==> src/rtl/deserializador_6bit_pkg.sv <==
// Shared definitions for the framed serial receiver and the 6-bit comparator stages:
// FSM encoding, frame bit levels and default word width.
package deserializador_6bit_pkg;

  localparam int ANCHO_DEFECTO   = 6;
  localparam int TIMEOUT_DEFECTO = 16;

  localparam logic START = 1'b0;
  localparam logic STOP  = 1'b1;

  localparam logic [1:0] REPOSO  = 2'd0;
  localparam logic [1:0] DATOS   = 2'd1;
  localparam logic [1:0] PARIDAD = 2'd2;
  localparam logic [1:0] PARADA  = 2'd3;

endpackage

==> src/rtl/deserializador_6bit_contador_timeout.sv <==
// Inter-bit idle counter: clears on request, counts while enabled, saturates at TIMEOUT
// and flags the terminal count.
module contador_timeout #(
  parameter int TIMEOUT = 16
) (
  input  logic clk_i,
  input  logic rst_i,
  input  logic clr_i,
  input  logic en_i,
  output logic fin_o
);

  localparam int W = $clog2(TIMEOUT + 1);

  logic [W-1:0] cuenta_q, cuenta_d;

  // NOTE: every combinational output gets a default first, so no path leaves it unassigned
  // and no latch is inferred.
  always_comb begin
    cuenta_d = cuenta_q;
    if (clr_i) begin
      cuenta_d = '0;
    end else if (en_i && (cuenta_q != W'(TIMEOUT))) begin
      cuenta_d = cuenta_q + W'(1);
    end
  end

  // NOTE: state registers use non-blocking assignments so every flop samples pre-edge values.
  always_ff @(posedge clk_i or posedge rst_i) begin
    if (rst_i) begin
      cuenta_q <= '0;
    end else begin
      cuenta_q <= cuenta_d;
    end
  end

  assign fin_o = (cuenta_q == W'(TIMEOUT));

endmodule

==> src/rtl/deserializador_6bit.sv <==
// Framed serial receiver: start, ANCHO data bits MSB first, even parity, stop.
// Presents the last good word held, with one-cycle valid/error pulses.
module deserializador_6bit
  import deserializador_6bit_pkg::*;
#(
  parameter int ANCHO   = ANCHO_DEFECTO,
  parameter int TIMEOUT = TIMEOUT_DEFECTO
) (
  input  logic             Clk,
  input  logic             Reset,
  input  logic             DatoSerie,
  input  logic             ValidoSerie,
  output logic [ANCHO-1:0] Numero,
  output logic             NumeroValido,
  output logic             ErrorTrama,
  output logic             Ocupado
);

  localparam int CW = $clog2(ANCHO + 1);

  logic [1:0]       estado_q, estado_d;
  logic [CW-1:0]    bits_q, bits_d;
  logic [ANCHO-1:0] despl_q, despl_d;
  logic             err_par_q, err_par_d;
  logic [ANCHO-1:0] numero_q, numero_d;
  logic             valido_q, valido_d;
  logic             error_q, error_d;
  logic             tmo_fin;
  logic             en_trama;

  assign en_trama = (estado_q != REPOSO);

  contador_timeout #(
    .TIMEOUT(TIMEOUT)
  ) u_timeout (
    .clk_i(Clk),
    .rst_i(Reset),
    .clr_i(ValidoSerie || !en_trama),
    .en_i (en_trama),
    .fin_o(tmo_fin)
  );

  always_comb begin
    estado_d  = estado_q;
    bits_d    = bits_q;
    despl_d   = despl_q;
    err_par_d = err_par_q;
    numero_d  = numero_q;
    valido_d  = 1'b0;
    error_d   = 1'b0;

    // An expired inter-bit gap abandons the frame even if a strobe shows up now.
    if (en_trama && tmo_fin) begin
      error_d  = 1'b1;
      estado_d = REPOSO;
    end else if (ValidoSerie) begin
      case (estado_q)
        REPOSO: begin
          if (DatoSerie == START) begin
            estado_d = DATOS;
            bits_d   = '0;
          end
        end
        DATOS: begin
          despl_d = ANCHO'({despl_q, DatoSerie});
          bits_d  = bits_q + CW'(1);
          if (bits_q == CW'(ANCHO - 1)) begin
            estado_d = PARIDAD;
          end
        end
        PARIDAD: begin
          err_par_d = DatoSerie ^ (^despl_q);
          estado_d  = PARADA;
        end
        default: begin
          if ((DatoSerie == STOP) && !err_par_q) begin
            numero_d = despl_q;
            valido_d = 1'b1;
          end else begin
            error_d = 1'b1;
          end
          estado_d = REPOSO;
        end
      endcase
    end
  end

  always_ff @(posedge Clk or posedge Reset) begin
    if (Reset) begin
      estado_q  <= REPOSO;
      bits_q    <= '0;
      despl_q   <= '0;
      err_par_q <= 1'b0;
      numero_q  <= '0;
      valido_q  <= 1'b0;
      error_q   <= 1'b0;
    end else begin
      estado_q  <= estado_d;
      bits_q    <= bits_d;
      despl_q   <= despl_d;
      err_par_q <= err_par_d;
      numero_q  <= numero_d;
      valido_q  <= valido_d;
      error_q   <= error_d;
    end
  end

  assign Numero       = numero_q;
  assign NumeroValido = valido_q;
  assign ErrorTrama   = error_q;
  assign Ocupado      = en_trama;

endmodule

==> config.mk <==
export PLATFORM = sky130hd
export DESIGN_NAME = deserializador_6bit
export DESIGN_NICKNAME = d
export VERILOG_FILES = /design/src/rtl/deserializador_6bit_pkg.sv /design/src/rtl/deserializador_6bit_contador_timeout.sv /design/src/rtl/deserializador_6bit.sv
export SDC_FILE = /design/constraint.sdc
export NUM_CORES = 1
export LEC_CHECK = 0
export CAP_MARGIN = 20
export CORE_MARGIN = 2
export CORE_UTILIZATION = 55
export DETAILED_ROUTE_END_ITERATION = 7
export GPL_TIMING_DRIVEN = 0
export PLACE_DENSITY = 0.82
export SYNTH_ARGS = -nofsm -noshare
export SYNTH_HDL_FRONTEND = slang
export SYNTH_SLANG_ARGS = --single-unit
==> constraint.sdc <==
create_clock -name Clk -period 1.9 [get_ports Clk]
set_input_delay 0.38 -clock Clk [delete_from_list [all_inputs] [get_ports Clk]]
set_output_delay 0.38 -clock Clk [all_outputs]
set_load 0.01 [all_outputs]
### After elaboration in Yosys (flattened, before gate mapping)

Cells that the tools add are included.

* add/sub/neg operators: 2
* eq/ne operators: 8
* mux-type cells: 17
* bitwise operators: 3
* reduce and logical (&&, ||, !) cells: 18

Operator list (number)
* 5-bit two-way mux: 2
* 3-bit AND reduction: 3
* 1-bit two-way mux: 8
* 2-bit two-way mux: 4
* 4-bit AND reduction: 2
* 2-bit nonzero test: 4
* 3-bit inequality test (second input constant): 2
* 2-bit one-hot mux with 3 select lines: 1
* 3-bit one-hot mux with 2 select lines: 1
* 6-bit XOR reduction: 1
* 5-bit by 1-bit adder with 5-bit output (second input constant): 1
* 5-bit == test (second input constant): 1
* 5-bit inequality test (second input constant): 1
* 3-bit by 1-bit adder with 3-bit output (second input constant): 1
* 3-bit == test (second input constant): 1
* 1-bit logical AND: 3
* 3-bit two-way mux: 1
* 3-bit OR reduction: 1
* 2-bit by 1-bit == test with 1-bit output (second input constant): 1
* 2-bit == test (second input constant): 1
* 1-bit logical NOT: 2
* 2-bit logical NOT: 1
* 2-bit inequality test (second input constant): 1
* 1-bit inverter: 2
* 2 further kinds: 2

* flip-flop bits (word level): 25
* output and inout port bits: 9
* word-level logic and storage cells: 56

### Longest topological paths before layout

Gate-level depths: netlist (run 1).

* depth in word-level cells: 6
* mapped depth: 7

### By module

Synthesis (run 1) repeated with hierarchy kept, for this count alone.

* cell total of the unflattened synthesis: 107
* area, all modules: 1307.5 µm²

By module, submodules not included
* deserializador_6bit: times used 1, cells each 79, area each 1023.5 µm², seq. area each 500.5 µm²
* contador_timeout: times used 1, cells each 28, area each 284.0 µm², seq. area each 125.1 µm²

### Least setup slack after synthesis (run 1)

OpenSTA, ideal clock, no wires.

* kind: register -> register
* start: register u_timeout.cuenta_q[0]
* end: register numero_q[0], in the netlist Numero[0]
* library setup time: 0.125 ns
* data arrival time: 1.520 ns
* data required time: 1.775 ns
* setup slack: 0.255 ns
* stages on the path, launching flop included: 8
* path buffers: 1
* cells stage by stage: dfrtp_1 -> inv_1 -> ha_1 -> and4bb_1 -> buf_6 -> a21oi_4 -> nand3_4 -> mux2_2

* longest elaborated chain between the ends: 4

Ends and longest elaborated chain
* start: declaration: RTL line deserializador_6bit_contador_timeout.sv:15 `logic [W-1:0] cuenta_q, cuenta_d;`
* start signal: assignment: RTL line deserializador_6bit_contador_timeout.sv:33 `cuenta_q <= cuenta_d;`
* 5-bit == test: RTL line deserializador_6bit_contador_timeout.sv:37 `assign fin_o = (cuenta_q == W'(TIMEOUT));`
* 1-bit logical AND: RTL line deserializador_6bit.sv:53 `if (en_trama && tmo_fin) begin`
* 1-bit inverter (no source line)
* 4-bit AND reduction (no source line)
* end signal: assignment: RTL line deserializador_6bit.sv:102 `numero_q <= numero_d;`
* end: declaration: RTL line deserializador_6bit.sv:25 `logic [ANCHO-1:0] numero_q, numero_d;`

No other way between the ends.
A chain may end at the register's enable or synchronous reset.

### Worst setup path after layout (run 1)

* start: register u_timeout.cuenta_q[0]
* end: register numero_q[5], in the netlist Numero[5]

Same word-level chain as after synthesis.

==> flow_summary.yaml, run 1 <==
finish:
  antenna_cells: 0
  drive_above_1_share_pct: 22.3
  syn_to_final_growth_pct: 15.4
  fin_nets: 143
  fill_cells: 178
synth:
  synth_most_common_cell: "dfrtp_1"
  synth_area_mm2: 0.00133
  synthTopCellsByCount: "dfrtp_1, inv_1, mux2_2"
  synth_top_area_cell: "dfrtp_1"
  postSynthAreaPerCell_um2: 11.8
  yosys_warnings: 0
  synthCells: 112
  synth_cell_types: 29
  synthFlopType: "dfrtp_1"
  syn_nets: 124
  ys_seq_area_share_pct: 47.2
  ys_seq_elements: 25
  synth_top_area_share_pct: 47.2
  async_flop_share_pct: 100
  synth-edff-count: 0
  synthTopCellsByArea: "dfrtp_1, mux2_2, ha_1, xnor2_1, inv_1"
worst_hold_path:
  worstHoldStart: "ValidoSerie"
  hold_depth: 2
  holdPathEnd: "u_timeout.cuenta_q[2]"
  hp-class: "in2reg"
sta:
  fmax_mhz: 557
  fin_crit_ns: 1.80
  slew-limit-headroom_pct: 36.7
  drv_slew: 0
  worst_pin_slew_ns: 0.949
  setup_viol: 0
  clock_skew_ns: 0.00298
  worst_slack_ns: 0.103
  fin_crit_sh_pct: 94.6
  rsz0062_at_grt: "false"
  whs_ns: 0.314
  hold_viol_final: 0
power:
  p_clk_share_pct: 10.1
  p_seq_share_pct: 39.7
  p_switching_w: 0.000853
  power_density_mw_per_mm2: 1500
  p_sw_share_pct: 37.2
  leakagePower_nw: 0.685
  internal_power_w: 0.00144
  power_frac_comb_pct: 50.1
  peakVddDrop_mv: 0.928
die:
  die_h_um: 53.1
  fp-row-count: 17
  die_x_um: 53.1
  dieArea_mm2: 0.00282
  start_util_pct: 58.8
  coreArea_mm2: 0.00225
  boundaryPins: 13
setup_path:
  critPathKind: "reg2reg"
  critPathTopFamily: "flip-flops"
  worstReg2RegStart: "u_timeout.cuenta_q[0]"
  path_cells: "inv_1 -> ha_1 -> and4bb_1 -> buf_6 -> a21oi_4 -> nand3_4 -> mux2_2"
  cpPeakStageDelay_ns: 0.40
  slowest_stage: "dfrtp_1"
  worstSetupStartpointType: "flip-flop"
  ff2ff_setup_slack_ns: 0.10
  cp_max_fo: 7
  rr_worst_depth: 7
  r2r_end: "Numero[5]"
  arrival_ns: 2.01
  crit_buf_inv: 2
  cp.required_ns: 2.11
  cp-end-kind: "flip-flop"
run:
  maxCapViolCount: 0
clock_network:
  clkTransAtPathRegs_ns: 0.13
  cts-root-buf: "clkbuf_4"
  htree_levels: 1
  clk_path_buf_depth: 2
  clk_latency_ns: 0.31
  clock-sinks: 25
  cts_made_buffers: 3
  cts_tree: "yes"
global_routing:
  grt_max_degree: 26
  overflow: 0
  grt_pass1_wl_um: 3970
  grt_usage_pct: 20.1
  grt_antenna_before_repair: 0
  grt_pass1_vias: 933
route:
  routed_wl_um: 2380
  dr.pass1.iters: 4
  via_count: 867
  wire_per_inst_um: 15.1
  first_iter_violations: 24
  drc: 0
  ant_nets: 0
  vias_per_cell: 5.49
place:
  gp_congestion: 0.771
  dp_hpwl_um: 1680
  port_buffers: 11
  dp_slack_ns: -0.0850
outcome:
  status: "completed"
[power groups by stage]
| stage | Sequential [W] | Combinational (W) | Clock, W |
|---|---|---|---|
| finish | 0.000911 | 0.00115 | 0.000232 |
| global route | 0.000945 | 0.00128 | 0.000265 |
| CTS | 0.000910 | 0.00114 | 0.000245 |
| detailed placement | 0.000935 | 0.00107 | 0 |
| global placement | 0.000916 | 0.00103 | 0 |
| floorplan | 0.000925 | 0.000748 | 0 |
[how the worst max path moves through the flow]
| stage | from | endpoint | slack [ns] | cells past startpoint |
|---|---|---|---|---|
| floorplan | u_timeout.cuenta_q[0] | Numero[0] | 0.26 | 7 |
| global placement | DatoSerie | estado_q[0] | -0.08 | 5 |
| detailed placement | DatoSerie | estado_q[0] | -0.08 | 5 |
| CTS | u_timeout.cuenta_q[0] | despl_q[4] | 0.05 | 5 |
| global route | u_timeout.cuenta_q[0] | Numero[1] | 0.03 | 7 |
| finish | u_timeout.cuenta_q[0] | Numero[5] | 0.10 | 7 |
[registers in the layout (all words and copies together) (netlist names)]
| register | count |
|---|---|
| NumeroValido | 1 |
| ErrorTrama | 1 |
| despl_q | 6 |
| bits_q | 3 |
| u_timeout.cuenta_q | 5 |
| err_par_q | 1 |
| estado_q | 2 |
| Numero | 6 |
[cells in the final DEF, fill, tap and decap left out, types with 3 or more instances in the layout]
master	synthesis	final
a21oi_1	6	6
buf_4	1	4
clkbuf_4	0	3
clkdlybuf4s50_1	0	10
dfrtp_1	25	25
ha_1	8	7
inv_1	13	12
mux2_2	13	13
mux2i_1	3	3
nand2_1	6	6
nor3_1	5	5
o21ai_0	3	3
xnor2_1	6	6
xor2_1	4	4
[timing repair]
item,in CTS,in global routing
endpoints found under the hold margin,0,0
resized for setup,3,1
hold buffers,0,0
endpoints found under the setup margin,1,7
setup buffers,3,0
[routing by layer]
metal | global-route usage (%) | vias up | part of all wire [%]
met5 | 0 | - | 0
met4 | 11.1 | 0 | 1.8
met3 | 3.67 | 5 | 2.6
met2 | 34.4 | 13 | 52
met1 | 23.7 | 430 | 44
li1 | - | 419 | -
[cells by family after synthesis]
family | share of synthesized area (%)
flops | 47.2
xor+xnor | 6.61
mux | 13.3
fa+ha+maj | 7.55
compound gates | 9.54
simple gates | 10.4
buf+inv | 5.38
[per-stage QoR]
| step | utilization, % | cells | area (µm²) | setup TNS [ns] | total power, W |
|---|---|---|---|---|---|
| final | 67.8 | 158 | 1530 | 0 | 0.00229 |
| after global routing | 67.8 | 158 | 1530 | 0 | 0.00249 |
| after CTS | 67.4 | 158 | 1520 | 0 | 0.00229 |
| after detailed placement | 65.2 | 151 | 1470 | -0.153 | 0.00201 |
| after global placement | 65.2 | 151 | 1470 | -0.0903 | 0.00195 |
| after floorplan | - | 112 | 1330 | 0 | 0.00167 |
[cell type report]
cell class              count  area (µm²)  area share, %
plain buffers               3        22.5           1.47
clock buffers               4        26.3           1.72
flip-flops and latches     25         626           40.9
well taps                  28        35.0           2.29
inverters                  13        48.8           3.19
repair buffers             14         131           8.59
multi-input cells          71         639           41.8
Note: power is estimated with default switching activity, not from simulation.
==> inputs of run 2 (changes only) <==
Settings changed: DONT_BUFFER_PORTS set to 1, PLACE_DENSITY 0.82 to 0.75.
==> flow_summary.yaml, run 2 (synthesis results as in run 1) <==
sta:
  rsz0062_at_grt: "false"
  hold_viol_final: 0
  fmax_mhz: 553
  clock_skew_ns: 0.00547
  tns_ns: 0
  worst_slack_ns: 0.0902
  drv_slew: 0
  slew-limit-headroom_pct: 38.0
  worst_pin_slew_ns: 0.929
  setup_viol: 0
  fin_crit_ns: 1.81
  fin_crit_sh_pct: 95.3
power:
  internal_power_w: 0.00128
  power_density_mw_per_mm2: 1510
  p_switching_w: 0.000832
  p_seq_share_pct: 45.7
  finalPower_w: 0.00211
  peakVddDrop_mv: 0.810
  power_frac_comb_pct: 42.9
  p_sw_share_pct: 39.5
  p_clk_share_pct: 11.4
  leakagePower_nw: 0.632
global_routing:
  overflow: 0
  grt_antenna_before_repair: 0
  grt_pass1_wl_um: 3930
  grt_pass1_vias: 857
  grt_max_degree: 26
  grt_usage_pct: 19.7
finish:
  regArea_um2: 626
  mostFrequentLayoutCells: "dfrtp_1, mux2_2, inv_1"
  multiInputGateArea_um2: 637
  drive_above_1_share_pct: 20.7
  fin_nets: 129
  instances_no_fill: 144
  final_common_cell: "dfrtp_1"
  antenna_cells: 0
  syn_to_final_growth_pct: 5.29
  fill_cells: 206
route:
  routed_wl_um: 2300
  dr.pass1.iters: 4
  drc: 0
  vias_per_cell: 5.65
  via_count: 813
  ant_nets: 0
  wire_per_inst_um: 15.9
  first_iter_violations: 5
setup_path:
  crit_buf_inv: 2
  critPathKind: "reg2reg"
  slowest_stage: "dfrtp_1"
  cpPeakStageDelay_ns: 0.40
  arrival_ns: 2.03
  path_cells: "inv_1 -> ha_1 -> and4bb_1 -> buf_6 -> a21oi_4 -> nand3_4 -> mux2_2"
  cp-end-kind: "flip-flop"
  cp_max_fo: 7
  worstSetupStartpointType: "flip-flop"
  critPathTopFamily: "flip-flops"
  cp.required_ns: 2.12
die:
  dieArea_mm2: 0.00282
  fp-row-count: 17
  coreArea_mm2: 0.00225
  die_x_um: 53.1
  boundaryPins: 13
  start_util_pct: 58.8
  die_h_um: 53.1
clock_network:
  clk_latency_ns: 0.32
  clock-sinks: 25
  cts_made_buffers: 3
  htree_levels: 1
  cts-root-buf: "clkbuf_4"
  clkTransAtPathRegs_ns: 0.14
  clk_path_buf_depth: 2
  cts_tree: "yes"
  post_cts_buffers: 0
place:
  gp_congestion: 0.792
  dp_hpwl_um: 1650
  dp_slack_ns: 0.0267
  place_inst: 140
  port_buffers: 0
run:
  maxCapViolCount: 0
worst_hold_path:
  hp-class: "in2async"
outcome:
  status: "completed"
run 2: cell type report:
type	count	area share (%)
Tap cell	28	2.51
Multi-Input combinational cell	71	45.7
Clock buffer	4	1.88
Sequential cell	25	44.8
Inverter	13	3.50
Buffer	3	1.61
run 2: power by group through the flow:
stage / logic (W) / registers (W) / clock network, W
final: 0.000905 / 0.000962 / 0.000241
after global routing: 0.00101 / 0.000998 / 0.000281
after CTS: 0.000892 / 0.000967 / 0.000252
after detailed placement: 0.000892 / 0.000979 / 0
after global placement: 0.000839 / 0.000962 / 0
after floorplan: 0.000748 / 0.000925 / 0
run 2: path summary, 6_finish.rpt:
kind / start / end / slack [ns] / cells past startpoint
worst min register to register: err_par_q / err_par_q / 0.52 / 1
worst max register to register: u_timeout.cuenta_q[0] / Numero[4] / 0.09 / 7
min in group Clk: DatoSerie / despl_q[0] / 0.21 / 1
worst max-delay path: u_timeout.cuenta_q[0] / Numero[4] / 0.09 / 7
max in group asynchronous: Reset / despl_q[2] / 1.20 / 1
worst min-delay path: Reset / estado_q[0] / 0.14 / 1
run 2: worst reg2reg max path, cell delays in order (launching register included):
cell and delay [ns]:
dfrtp_1 0.40, inv_1 0.09, ha_1 0.25, and4bb_1 0.22, buf_6 0.14, a21oi_4 0.18
nand3_4 0.14, mux2_2 0.30
run 2: metal layers:
| layer | part of all wire (%) | vias up | routed length, µm | global-route usage (%) |
|---|---|---|---|---|
| met5 | 0 | - | 0 | 0 |
| met4 | 0.70 | 0 | 16 | 9.83 |
| li1 | - | 395 | - | - |
| met3 | 4.3 | 2 | 98 | 4.24 |
| met2 | 52 | 15 | 1180 | 32.3 |
| met1 | 43 | 401 | 996 | 24.4 |
run 2: metrics by stage:
| step | hold slack [ns] | cell area [µm²] | utilization (%) |
|---|---|---|---|
| global route | 0.193 | 1400 | 61.9 |
| finish | 0.141 | 1400 | 61.9 |
| detailed placement | 0.496 | 1360 | 60.3 |
| CTS | 0.164 | 1390 | 61.5 |
| floorplan | 0.407 | 1330 | - |
| global placement | 0.488 | 1360 | 60.3 |
run 2: timing repair:
item / in CTS / in global routing
resized for setup: 0 / 1
hold buffers: 0 / 0
endpoints found under the setup margin: 0 / 7
==> inputs of run 3 (changes only) <==
Settings changed: DONT_BUFFER_PORTS 1 to unset, PLACE_DENSITY 0.75 to 0.82.
==> results of run 3 <==
No change in the layout: final DEF, timing and power equal those of run 1.
